File: src/rtl/serial_tx_fifo_if.sv
`default_nettype none
// ---------------------------------------------------------------------------
// serial_tx_fifo_if : producer write port plus serial_tx launch handshake
// rev 1.0
// ---------------------------------------------------------------------------
interface serial_tx_fifo_if #(
  parameter int DEPTH_LOG2 = 4
);
  logic [7:0]          wr_data;
  logic                wr_en;
  logic                full;
  logic                empty;
  logic [DEPTH_LOG2:0] level;
  logic                overflow;
  logic [7:0]          sbyte;
  logic                sbyte_rdy;
  logic                end_of_send;
  logic                busy;

  modport master (
    output wr_data, wr_en, end_of_send,
    input  full, empty, level, overflow, sbyte, sbyte_rdy, busy
  );

  modport slave (
    input  wr_data, wr_en, end_of_send,
    output full, empty, level, overflow, sbyte, sbyte_rdy, busy
  );
endinterface
`default_nettype wire

File: src/rtl/serial_tx_fifo.sv
`default_nettype none
// ---------------------------------------------------------------------------
// serial_tx_fifo : byte FIFO that paces serial_tx one character at a time
// rev 1.0
// ---------------------------------------------------------------------------
module serial_tx_fifo #(
  parameter int DEPTH_LOG2 = 4,
  parameter int GAP_CYCLES = 0
) (
  input  logic            clk12,
  input  logic            reset,
  serial_tx_fifo_if.slave bus
);

  localparam int DEPTH = 1 << DEPTH_LOG2;
  localparam int GAP_W = (GAP_CYCLES > 1) ? $clog2(GAP_CYCLES) : 1;
  localparam logic [DEPTH_LOG2:0] FULL_LEVEL = {1'b1, {DEPTH_LOG2{1'b0}}};
  localparam logic [GAP_W-1:0]    GAP_LOAD   = GAP_W'((GAP_CYCLES > 0) ? GAP_CYCLES - 1 : 0);

  localparam logic [2:0] S_IDLE = 3'd0;
  localparam logic [2:0] S_POP  = 3'd1;
  localparam logic [2:0] S_SEND = 3'd2;
  localparam logic [2:0] S_WAIT = 3'd3;
  localparam logic [2:0] S_GAP  = 3'd4;

  logic [7:0]            mem [DEPTH];
  logic [DEPTH_LOG2-1:0] rd_ptr;
  logic [DEPTH_LOG2-1:0] wr_ptr;
  logic [DEPTH_LOG2:0]   level;
  logic                  overflow;
  logic [7:0]            sbyte;
  logic [2:0]            state;
  logic [GAP_W-1:0]      gap_cnt;
  logic                  full;
  logic                  empty;
  logic                  push;
  logic                  pop;

  // full comes from the registered level, so a same-cycle pop never frees a slot early
  assign full  = (level == FULL_LEVEL);
  assign empty = (level == '0);
  assign push  = bus.wr_en && !full;
  assign pop   = (state == S_POP);

  always_ff @(posedge clk12) begin
    if (push) begin
      mem[wr_ptr] <= bus.wr_data;
    end
  end

  always_ff @(posedge clk12) begin
    if (reset) begin
      rd_ptr   <= '0;
      wr_ptr   <= '0;
      level    <= '0;
      overflow <= 1'b0;
      sbyte    <= 8'h00;
      state    <= S_IDLE;
      gap_cnt  <= '0;
    end else begin
      if (push) begin
        wr_ptr <= wr_ptr + 1'b1;
      end
      if (bus.wr_en && full) begin
        overflow <= 1'b1;
      end
      if (pop) begin
        sbyte  <= mem[rd_ptr];
        rd_ptr <= rd_ptr + 1'b1;
      end

      case ({push, pop})
        2'b10:   level <= level + 1'b1;
        2'b01:   level <= level - 1'b1;
        default: level <= level;
      endcase

      case (state)
        S_IDLE: begin
          if (level != '0) begin
            state <= S_POP;
          end
        end
        S_POP:  state <= S_SEND;
        S_SEND: state <= S_WAIT;
        S_WAIT: begin
          if (bus.end_of_send) begin
            if (GAP_CYCLES == 0) begin
              state <= S_IDLE;
            end else begin
              gap_cnt <= GAP_LOAD;
              state   <= S_GAP;
            end
          end
        end
        S_GAP: begin
          if (gap_cnt == '0) begin
            state <= S_IDLE;
          end else begin
            gap_cnt <= gap_cnt - 1'b1;
          end
        end
        default: state <= S_IDLE;
      endcase
    end
  end

  assign bus.full      = full;
  assign bus.empty     = empty;
  assign bus.level     = level;
  assign bus.overflow  = overflow;
  assign bus.sbyte     = sbyte;
  assign bus.sbyte_rdy = (state == S_SEND);
  assign bus.busy      = (state != S_IDLE) || (level != '0);

endmodule
`default_nettype wire

File: src/flat_wrapper.sv
// flat-port wrapper written by rule: the top's interface ports become plain ports
module serial_tx_fifo_flat 
#(
  parameter int DEPTH_LOG2 = 4,
  parameter int GAP_CYCLES = 0
)
  (clk12, reset, bus_wr_data, bus_wr_en, bus_end_of_send, bus_full, bus_empty, bus_level, bus_overflow, bus_sbyte, bus_sbyte_rdy, bus_busy);
  serial_tx_fifo_if #(.DEPTH_LOG2(DEPTH_LOG2)) bus_i ();
  input  logic clk12;
  input  logic reset;
  input wire logic [$bits(bus_i.wr_data)-1:0] bus_wr_data;
  input wire logic [$bits(bus_i.wr_en)-1:0] bus_wr_en;
  input wire logic [$bits(bus_i.end_of_send)-1:0] bus_end_of_send;
  output wire logic [$bits(bus_i.full)-1:0] bus_full;
  output wire logic [$bits(bus_i.empty)-1:0] bus_empty;
  output wire logic [$bits(bus_i.level)-1:0] bus_level;
  output wire logic [$bits(bus_i.overflow)-1:0] bus_overflow;
  output wire logic [$bits(bus_i.sbyte)-1:0] bus_sbyte;
  output wire logic [$bits(bus_i.sbyte_rdy)-1:0] bus_sbyte_rdy;
  output wire logic [$bits(bus_i.busy)-1:0] bus_busy;
  assign bus_i.wr_data = bus_wr_data;
  assign bus_i.wr_en = bus_wr_en;
  assign bus_i.end_of_send = bus_end_of_send;
  assign bus_full = bus_i.full;
  assign bus_empty = bus_i.empty;
  assign bus_level = bus_i.level;
  assign bus_overflow = bus_i.overflow;
  assign bus_sbyte = bus_i.sbyte;
  assign bus_sbyte_rdy = bus_i.sbyte_rdy;
  assign bus_busy = bus_i.busy;
  serial_tx_fifo #(.DEPTH_LOG2(DEPTH_LOG2), .GAP_CYCLES(GAP_CYCLES)) u_core (.clk12(clk12), .reset(reset), .bus(bus_i));
endmodule
File: config.mk
export PLATFORM = sky130hd
export DESIGN_NAME = serial_tx_fifo_flat
export DESIGN_NICKNAME = d
export VERILOG_FILES = /design/src/rtl/serial_tx_fifo_if.sv /design/src/rtl/serial_tx_fifo.sv /design/src/flat_wrapper.sv
export SDC_FILE = /design/constraint.sdc
export NUM_CORES = 1
export LEC_CHECK = 0
export ABC_AREA = 1
export CAP_MARGIN = 20
export CORE_MARGIN = 3
export CORE_UTILIZATION = 62
export CTS_BUF_LIST = sky130_fd_sc_hd__clkbuf_8
export DETAILED_ROUTE_END_ITERATION = 8
export PLACE_DENSITY = 0.82
export SLEW_MARGIN = 20
export SYNTH_ARGS = -nofsm -noshare
export SYNTH_HDL_FRONTEND = slang
export SYNTH_SLANG_ARGS = --single-unit
File: constraint.sdc
create_clock -name clk12 -period 2.3 [get_ports clk12]
set_clock_uncertainty 0.2 [all_clocks]
set_input_delay 0.23 -clock clk12 [delete_from_list [all_inputs] [get_ports clk12]]
set_output_delay 0.23 -clock clk12 [all_outputs]
set_load 0.02 [all_outputs]
# [Yosys cells after proc, flatten, opt, wreduce, memory -nomap -nowiden]
# Memories as Yosys holds them, arrays and structs flattened. A register that Yosys moved wholly into a read port is not among the register bits.
# Cells that the tools add are included.
[word_totals] out_inout_bits=18 in_bits=12 ram_bits=128 reg_bits=18 n_memories=1 word_cells=40
[op_classes] eq_ne=10 mux=8 addsub=5 n_reduce_logical=10
[memory_table] name="u_core.mem" words=16 width=8 read_ports=1 rd_clocked_by_memory_dff=1 write_ports=1 line_no="serial_tx_fifo.sv:26" text="logic [7:0] mem [DEPTH];"
[ops] cell="$pmux W3 S5" count=1
[ops] cell="$pmux W5 S2" count=1
[ops] cell="$mux W3" count=3
[ops] cell="$add A4 B1 Y4 const B" count=2
[ops] cell="$eq A3 B2 Y1 const B" count=2
[ops] cell="$add A5 B1 Y5 const B" count=1
[ops] cell="$eq A5 B5 Y1 const B" count=1
[ops] cell="$logic_not A5 Y1" count=1
[ops] cell="$reduce_bool A5 Y1" count=1
[ops] cell="$sub A5 B1 Y5 const B" count=1
[ops] cell="$ne A2 B2 Y1 const B" count=2
[ops] cell="$eq A3 B1 Y1 const B" count=1
[ops] cell="$eq A3 B3 Y1 const B" count=1
[ops] cell="$logic_not A3 Y1" count=1
[ops] cell="$mux W1" count=3
[ops] cell="$reduce_and A3 Y1" count=1
[ops] cell="$reduce_bool A3 Y1" count=1
[ops] cell="$eq A2 B1 Y1 const B" count=1
[ops] cell="$eq A2 B2 Y1 const B" count=1
[ops] cell="$logic_and A1 B1 Y1" count=2
[ops] cell="$ne A2 B1 Y1 const B" count=1
[ops] cell="$reduce_bool A2 Y1" count=1
[ops] cell="$logic_not A1 Y1" count=1
[ops] cell="$logic_or A1 B1 Y1" count=1
[ops] cell="$sub A1 B1 Y1 const B" count=1

# [Logic depth before layout (Yosys ltp)]
# Gate-level depths: netlist (run 1).
[depth] depth_word=5 ltp_mapped=14

# [Least setup slack after synthesis (run 1)]
# No wires, ideal clock.
[synth_path] path_type="register to register" start="register u_core.level[4] (netlist: u_core.bus.level[4])" end="register u_core.level[4] (netlist: u_core.bus.level[4])" stages_incl_launch_ff=14 path_slack_ps=84 setup_time_ps=71 period_less_slack_ps=2216 arrival_time_ps=1946 cell_sequence="dfxtp_1 > nand4_1 > nand2_2 > ha_1 > xor2_1 > ha_1 > inv_1 > nand2_1 > nand3_1 > nand2_1 > nand2_1 > nand2_1 > nand2_1 > a21oi_1"
[synth_via] elab_chain_cells=5 word_cells_on_any_way=9 classes_between="add/sub: 2; eq/ne: 3; mux: 1; reduce/logical: 3"
[synth_lines] element="from (decl)" line_no="serial_tx_fifo.sv:29" text="logic [DEPTH_LOG2:0] level;"
[synth_lines] element="from (signal assigned)" line_no="serial_tx_fifo.sv:73" text="2'b10: level <= level + 1'b1;"
[synth_lines] element="from (signal assigned)" line_no="serial_tx_fifo.sv:74" text="2'b01: level <= level - 1'b1;"
[synth_lines] element="from (signal assigned)" line_no="serial_tx_fifo.sv:75" text="default: level <= level;"
[synth_lines] element="$eq A5 B5 Y1" line_no="serial_tx_fifo.sv:40" text="assign full = (level == FULL_LEVEL);"
[synth_lines] element="$logic_not A1 Y1" line_no="serial_tx_fifo.sv:42" text="assign push = bus.wr_en && !full;"
[synth_lines] element="$logic_and A1 B1 Y1" line_no="serial_tx_fifo.sv:42"
[synth_lines] element="$eq A2 B1 Y1 / $eq A2 B2 Y1 (equally long branches)" line_no="serial_tx_fifo.sv:72" text="case ({push, pop})"
[synth_lines] element="$pmux W5 S2 / $reduce_bool A2 Y1 (equally long branches)"
# Several ways; a longest one is shown, not always the timed one.
# A chain may end at the register's enable or synchronous reset.

# [Final worst setup path (run 1)]
[layout_path] start="register u_core.level[2] (netlist: u_core.bus.level[2])" end="output port bus_empty"
[layout_via] elab_chain_cells=1
[layout_lines] element="$logic_not A5 Y1" line_no="serial_tx_fifo.sv:41" text="assign empty = (level == '0);"
[layout_lines] element="to (decl)" line_no="flat_wrapper.sv:15" text="output wire logic [$bits(bus_i.empty)-1:0] bus_empty;"
# No other way between the ends.

==> results.toml, run 1 <==
[detailed_routing]
wire_per_inst_um = 18.4
ant_nets = 0
viasPerCell = 5.78
routed_wl_mm = 14.9
via_count = 4663
drt_iter0_drc = 535
dr.pass1.iters = 6
drc = 0

[yosys]
synth_compound_area_share_pct = 2.04
ys_types = 25
synth_top_family_by_area = "simple AND/OR/NAND/NOR gates"
synth.avg_cell_area_sq_um = 10.6
synthesis.area_sq_um = 6510
yosys_warnings = 0
seq_area_frac_synth_pct = 66.4
synthSimpleGateAreaFrac_pct = 22.9
netlist.area_leader.share_pct = 59.0
synthMuxAreaShare_pct = 0
synth-seq-cells = 152
syn_nets = 642
synth_largest_area_cell = "edfxtp_1"
synthAdderAreaFrac_pct = 2.69
synth_xor_xnor_area_share_pct = 0.538
synth.area.top_cells = "edfxtp_1 59%, nand2_1 11%, nand3_1 8.6%"
syn_inst = 616

[global_routing]
overflow = 0
grt_pass1_vias = 4498
antenna_found_initial = 0
grt_start_max_net_pins = 66
grt_pass1_wl_mm = 23.1
grt_util_all_layers_pct = 26.7

[run]
cap_violations = 0

[final_layout]
final_core_utilization_pct = 74.7
syn_to_final_growth_pct = 14.7
finalNonFillerCells = 807
mostFrequentLayoutCells = "199 x nand2_1, 128 x edfxtp_1, 112 x nand3_1, 40 x nor2_1"
n_antenna_cell = 0
nets = 687
drive_gt1_share_pct = 11.0
layout_commonest_cell = "nand2_1"

[outcome]
status = "completed"

[cts]
clock_latency_ps = 440
cts_htree_levels = 4
cts.sinks = 152
cts_buffers = 17
clk_path_buf_depth = 2
root_buffer = "clkbuf_8"
cts_setup_buffers = 0
hold_buffers = 0
clk_pin_slew_ps = 80
cts_tree = "yes"

[timing]
setup_tns_ps = 0
hold_viol_final = 0
setup_viol = 0
min_period_ps = 2240
fin_crit_sh_pct = 97.4
drv_slew = 0
relSlewSlack_pct = 44.9
worstMarginPinSlew_ps = 824
hold_slack_ps = 281
rsz0062_at_grt = "yes"
fmax_mhz = 446

[place]
dpl.hpwl_mm = 9.02
finalWeightedCongestion = 0.904
dp_cells = 775
portBuffers = 29

[critical_path]
cp-start-kind = "register"
required_ps = 1870
r2r_setup_slack_ps = 120
arrival_ps = 1810
cp-end-kind = "output pin"
worst-path-max-fanout = 5
worst-setup-path-type = "reg -> out"

[power]
cellPowerDensity_nw_per_um2 = 1080
ir_drop_mv = 0.718
leakagePower_uw = 0.00295

[die]
coreArea_sq_um = 10000
start_util_pct = 65.2
die_h_um = 109
row_count = 36
fp.dieW_um = 109
io_pins = 30
die_area_sq_um = 11800

[worst_hold_path]
min_path_type = "in -> reg"
final cells by class:
type | instances | area, sq um
fillers | 649 | 2520
inverters | 35 | 134
well taps | 133 | 166
flip-flops and latches | 152 | 4330
multi-input cells | 400 | 1860
clock inverters | 15 | 250
clock buffers | 17 | 234
repair buffers | 55 | 503
kinds of logic (layout without fill, tap and decap cells):
family / after synthesis / in the layout
XOR/XNOR: 4 / 4
AO/OA/AOI/OAI: 25 / 25
adder cells (fa/ha/maj): 14 / 14
AND/OR/NAND/NOR: 357 / 357
buffers and inverters: 64 / 122
flip-flops: 152 / 152
through the flow:
| stage | total power (uW) | setup WS (ps) | area (sq um) |
|---|---|---|---|
| detailed placement | 5600 | 22.6 | 6960 |
| global placement | 5500 | 99.6 | 6960 |
| global route | 8430 | -48.8 | 7470 |
| CTS | 8010 | 18.7 | 7440 |
| finish | 8040 | 59.6 | 7470 |
| floorplan | 4960 | 83.9 | 6520 |
registers in the layout (all words and copies together) (netlist names):
| name | cells |
|---|---|
| u_core.bus.level | 5 |
| u_core.bus.overflow | 1 |
| u_core.mem | 128 |
| u_core.rd_ptr | 4 |
| u_core.state | 2 |
| u_core.wr_ptr | 4 |
| u_core.bus.sbyte | 8 |
path summary, 6_finish.rpt:
kind	startpoint	end	cells after the start
hold / removal	bus_wr_en	u_core.bus.overflow$_SDFFE_PP0P_	3
hold reg to reg	u_core.bus.overflow$_SDFFE_PP0P_	u_core.bus.overflow$_SDFFE_PP0P_	2
setup reg to reg	u_core.bus.level[2]$_SDFFE_PP0P_	u_core.bus.level[4]$_SDFFE_PP0P_	14
setup / recovery	u_core.bus.level[2]$_SDFFE_PP0P_	bus_empty	4
power by group:
part | switching [uW] | leakage, uW | internal, uW
Sequential | 119 | 0.00135 | 3160
Clock | 1010 | 0.000240 | 1410
Combinational | 1530 | 0.00136 | 816
Total | 2660 | 0.00295 | 5380
cell usage after synthesis, drive strengths merged:
master  count
buf        28
o21ai       8
inv        35
nor2       41
a21oi      14
nand2     201
o21bai      2
nor4        1
clkbuf      1
ha         14
nand3     112
dfxtp      24
nor3        1
edfxtp    128
xor2        4
a21boi      1
nand4       1
critical path, cell delays in order, from the launching register on:
cell	delay (ps)
dfxtp_1	350
nor2_1	170
nand3_1	130
nor2_2	110
clkdlybuf4s50_1	610
timing repair:
| action | 4_1_cts | 5_1_grt |
|---|---|---|
| setup endpoints to repair | 0 | 3 |
| resized for setup | 0 | 7 |
| endpoints found under the hold margin | 0 | 0 |
metal layers:
metal / routed length, um / up-vias / global-route usage [%]
li1: - / 2175 / -
met1: 5570 / 2175 / 33.3
met2: 7420 / 268 / 44.7
met3: 1430 / 45 / 7.04
met4: 461 / 0 / 10.6
met5: 0 / - / 0
Note: power is estimated with default switching activity, not from simulation.
==> run 2: changes to the inputs <==
--- a/config.mk
+++ b/config.mk
@@ -9,3 +9,3 @@
 export CAP_MARGIN = 20
-export CORE_MARGIN = 3
+export CORE_MARGIN = 1
 export CORE_UTILIZATION = 62
==> constraint.sdc (replaced) <==
create_clock -name clk12 -period 2.3 [get_ports clk12]
set_clock_uncertainty 0.2 [all_clocks]
set_input_delay 0.46 -clock clk12 [delete_from_list [all_inputs] [get_ports clk12]]
set_output_delay 0.46 -clock clk12 [all_outputs]
set_load 0.02 [all_outputs]
==> run 2 against run 1 <==
Core utilization down 3.0 points. Register-to-register slack better by 20 ps. Total power down 5.7%. Maximum frequency up 2.3%. Global-route usage up 0.81 points. Wire length down 5.9%. Die area down 7.2%. Sequential power about the same. Largest cell class unchanged.
==> results.toml, run 2 (synthesis gave the netlist of run 1 again) <==
[place]
portBuffers = 29
dpl.hpwl_mm = 9.01
pre_cts_slack_ps = -233
finalWeightedCongestion = 0.857
dpl_cell_area_sq_um = 6960

[global_routing]
grt_pass1_vias = 4403
antenna_found_initial = 0
overflow = 0
grt_pass1_wl_mm = 22.2
grt_util_all_layers_pct = 27.5
grt_start_max_net_pins = 36

[final_layout]
largest_register_ffs = 128
mostFrequentLayoutCells = "199 x nand2_1, 128 x edfxtp_1, 112 x nand3_1, 39 x nor2_1, 29 x inv_1"
drive_gt1_share_pct = 10.8
fill_cells = 721
stdcell_area_sq_um = 7370
regMostFlops = "u_core.mem"
nets = 689
n_antenna_cell = 0
seqCellArea_sq_um = 4330
largestRegisters = "u_core.mem x128, u_core.bus.sbyte x8, u_core.bus.level x5"
syn_to_final_growth_pct = 13.2
multi_input_area_sq_um = 1860
layout_commonest_cell = "nand2_1"

[power]
leakagePower_uw = 0.00289
ir_drop_mv = 0.704
cellPowerDensity_nw_per_um2 = 1030

[critical_path]
slowest_delay_ps = 640
cpMaxStageDelayCell = "clkdlybuf4s50_1"
path_cells = "clkdlybuf4s50_1"
path_delay_family = "buffers and inverters"
cp-start-kind = "register"
cp-end-kind = "output pin"
worst-path-max-fanout = 5
worst-setup-path-type = "reg -> out"
required_ps = 1640
arrival_ps = 1530
cp.buffers_inverters = 1

[cts]
cts_buffers = 17
cts_tree = "yes"
cts.sinks = 152
clk_pin_slew_ps = 80
cts_htree_levels = 4
root_buffer = "clkbuf_8"
hold_buffers = 0
clk_path_buf_depth = 2
clock_latency_ps = 450

[die]
die_area_sq_um = 10900
start_util_pct = 63.4
die_h_um = 105
io_pins = 30
row_count = 37
coreArea_sq_um = 10300
fp.dieW_um = 105

[run]
cap_violations = 0

[worst_hold_path]
min_path_type = "reg -> reg"

[timing]
rsz0062_at_grt = "yes"
min_period_ps = 2190
fmax_mhz = 456
worstMarginPinSlew_ps = 691
relSlewSlack_pct = 53.8
hold_viol_final = 0
hold_slack_ps = 302
fin_crit_sh_pct = 95.3
setup_viol = 0
drv_slew = 0
setup_ws_ps = 109
setup_tns_ps = 0

[detailed_routing]
dr.pass1.iters = 5
via_count = 4610
viasPerCell = 5.68
ant_nets = 0
wire_per_inst_um = 17.2
routed_wl_mm = 14.0
drc = 0
drt_iter0_drc = 510

[outcome]
status = "completed"
-- run 2: area by class of cell --
type                    count  area share, %
clock buffers              17           3.17
clock inverters            15           2.21
inverters                  35           1.82
multi-input cells         400           25.2
flip-flops and latches    152           58.7
well taps                 136           2.31
repair buffers             57           6.62
-- run 2: power by group --
| part | total [uW] | switching (uW) | internal (uW) |
|---|---|---|---|
| Sequential | 3270 | 118 | 3160 |
| Clock | 2020 | 967 | 1050 |
| Combinational | 2290 | 1510 | 782 |
-- run 2: timing repair --
| action | CTS | global route |
|---|---|---|
| pin swaps | 0 | 1 |
| setup buffers | 0 | 1 |
| setup endpoints to repair | 5 | 6 |
| gates resized for setup | 5 | 7 |
| endpoints found under the hold margin | 0 | 0 |
-- run 2: worst paths after layout --
path | start | end | slack, ps | cells past startpoint
max | u_core.bus.level[2]$_SDFFE_PP0P_ | bus_level[2] | 110 | 1
max reg2reg | u_core.bus.level[2]$_SDFFE_PP0P_ | u_core.bus.level[4]$_SDFFE_PP0P_ | 140 | 14
min | u_core.bus.overflow$_SDFFE_PP0P_ | u_core.bus.overflow$_SDFFE_PP0P_ | 300 | 2
min reg2reg | u_core.bus.overflow$_SDFFE_PP0P_ | u_core.bus.overflow$_SDFFE_PP0P_ | 300 | 2
-- run 2: layer usage --
layer,track usage [%],part of all wire [%],routed length (um),up-vias
li1,-,-,-,2175
met1,33.9,38,5330,2167
met2,45.2,50,7030,235
met3,6.33,8.9,1250,33
met4,14.9,2.8,387,0
met5,0,0,0,-
-- run 2: metrics by stage --
stage                     power (uW)  utilization, %  std cells
after detailed placement        5600            67.7        779
after global routing            7970            71.7        812
after CTS                       7560            71.5        811
after floorplan                 4960               -        616
final                           7580            71.7        812
after global placement          5500            67.7        779
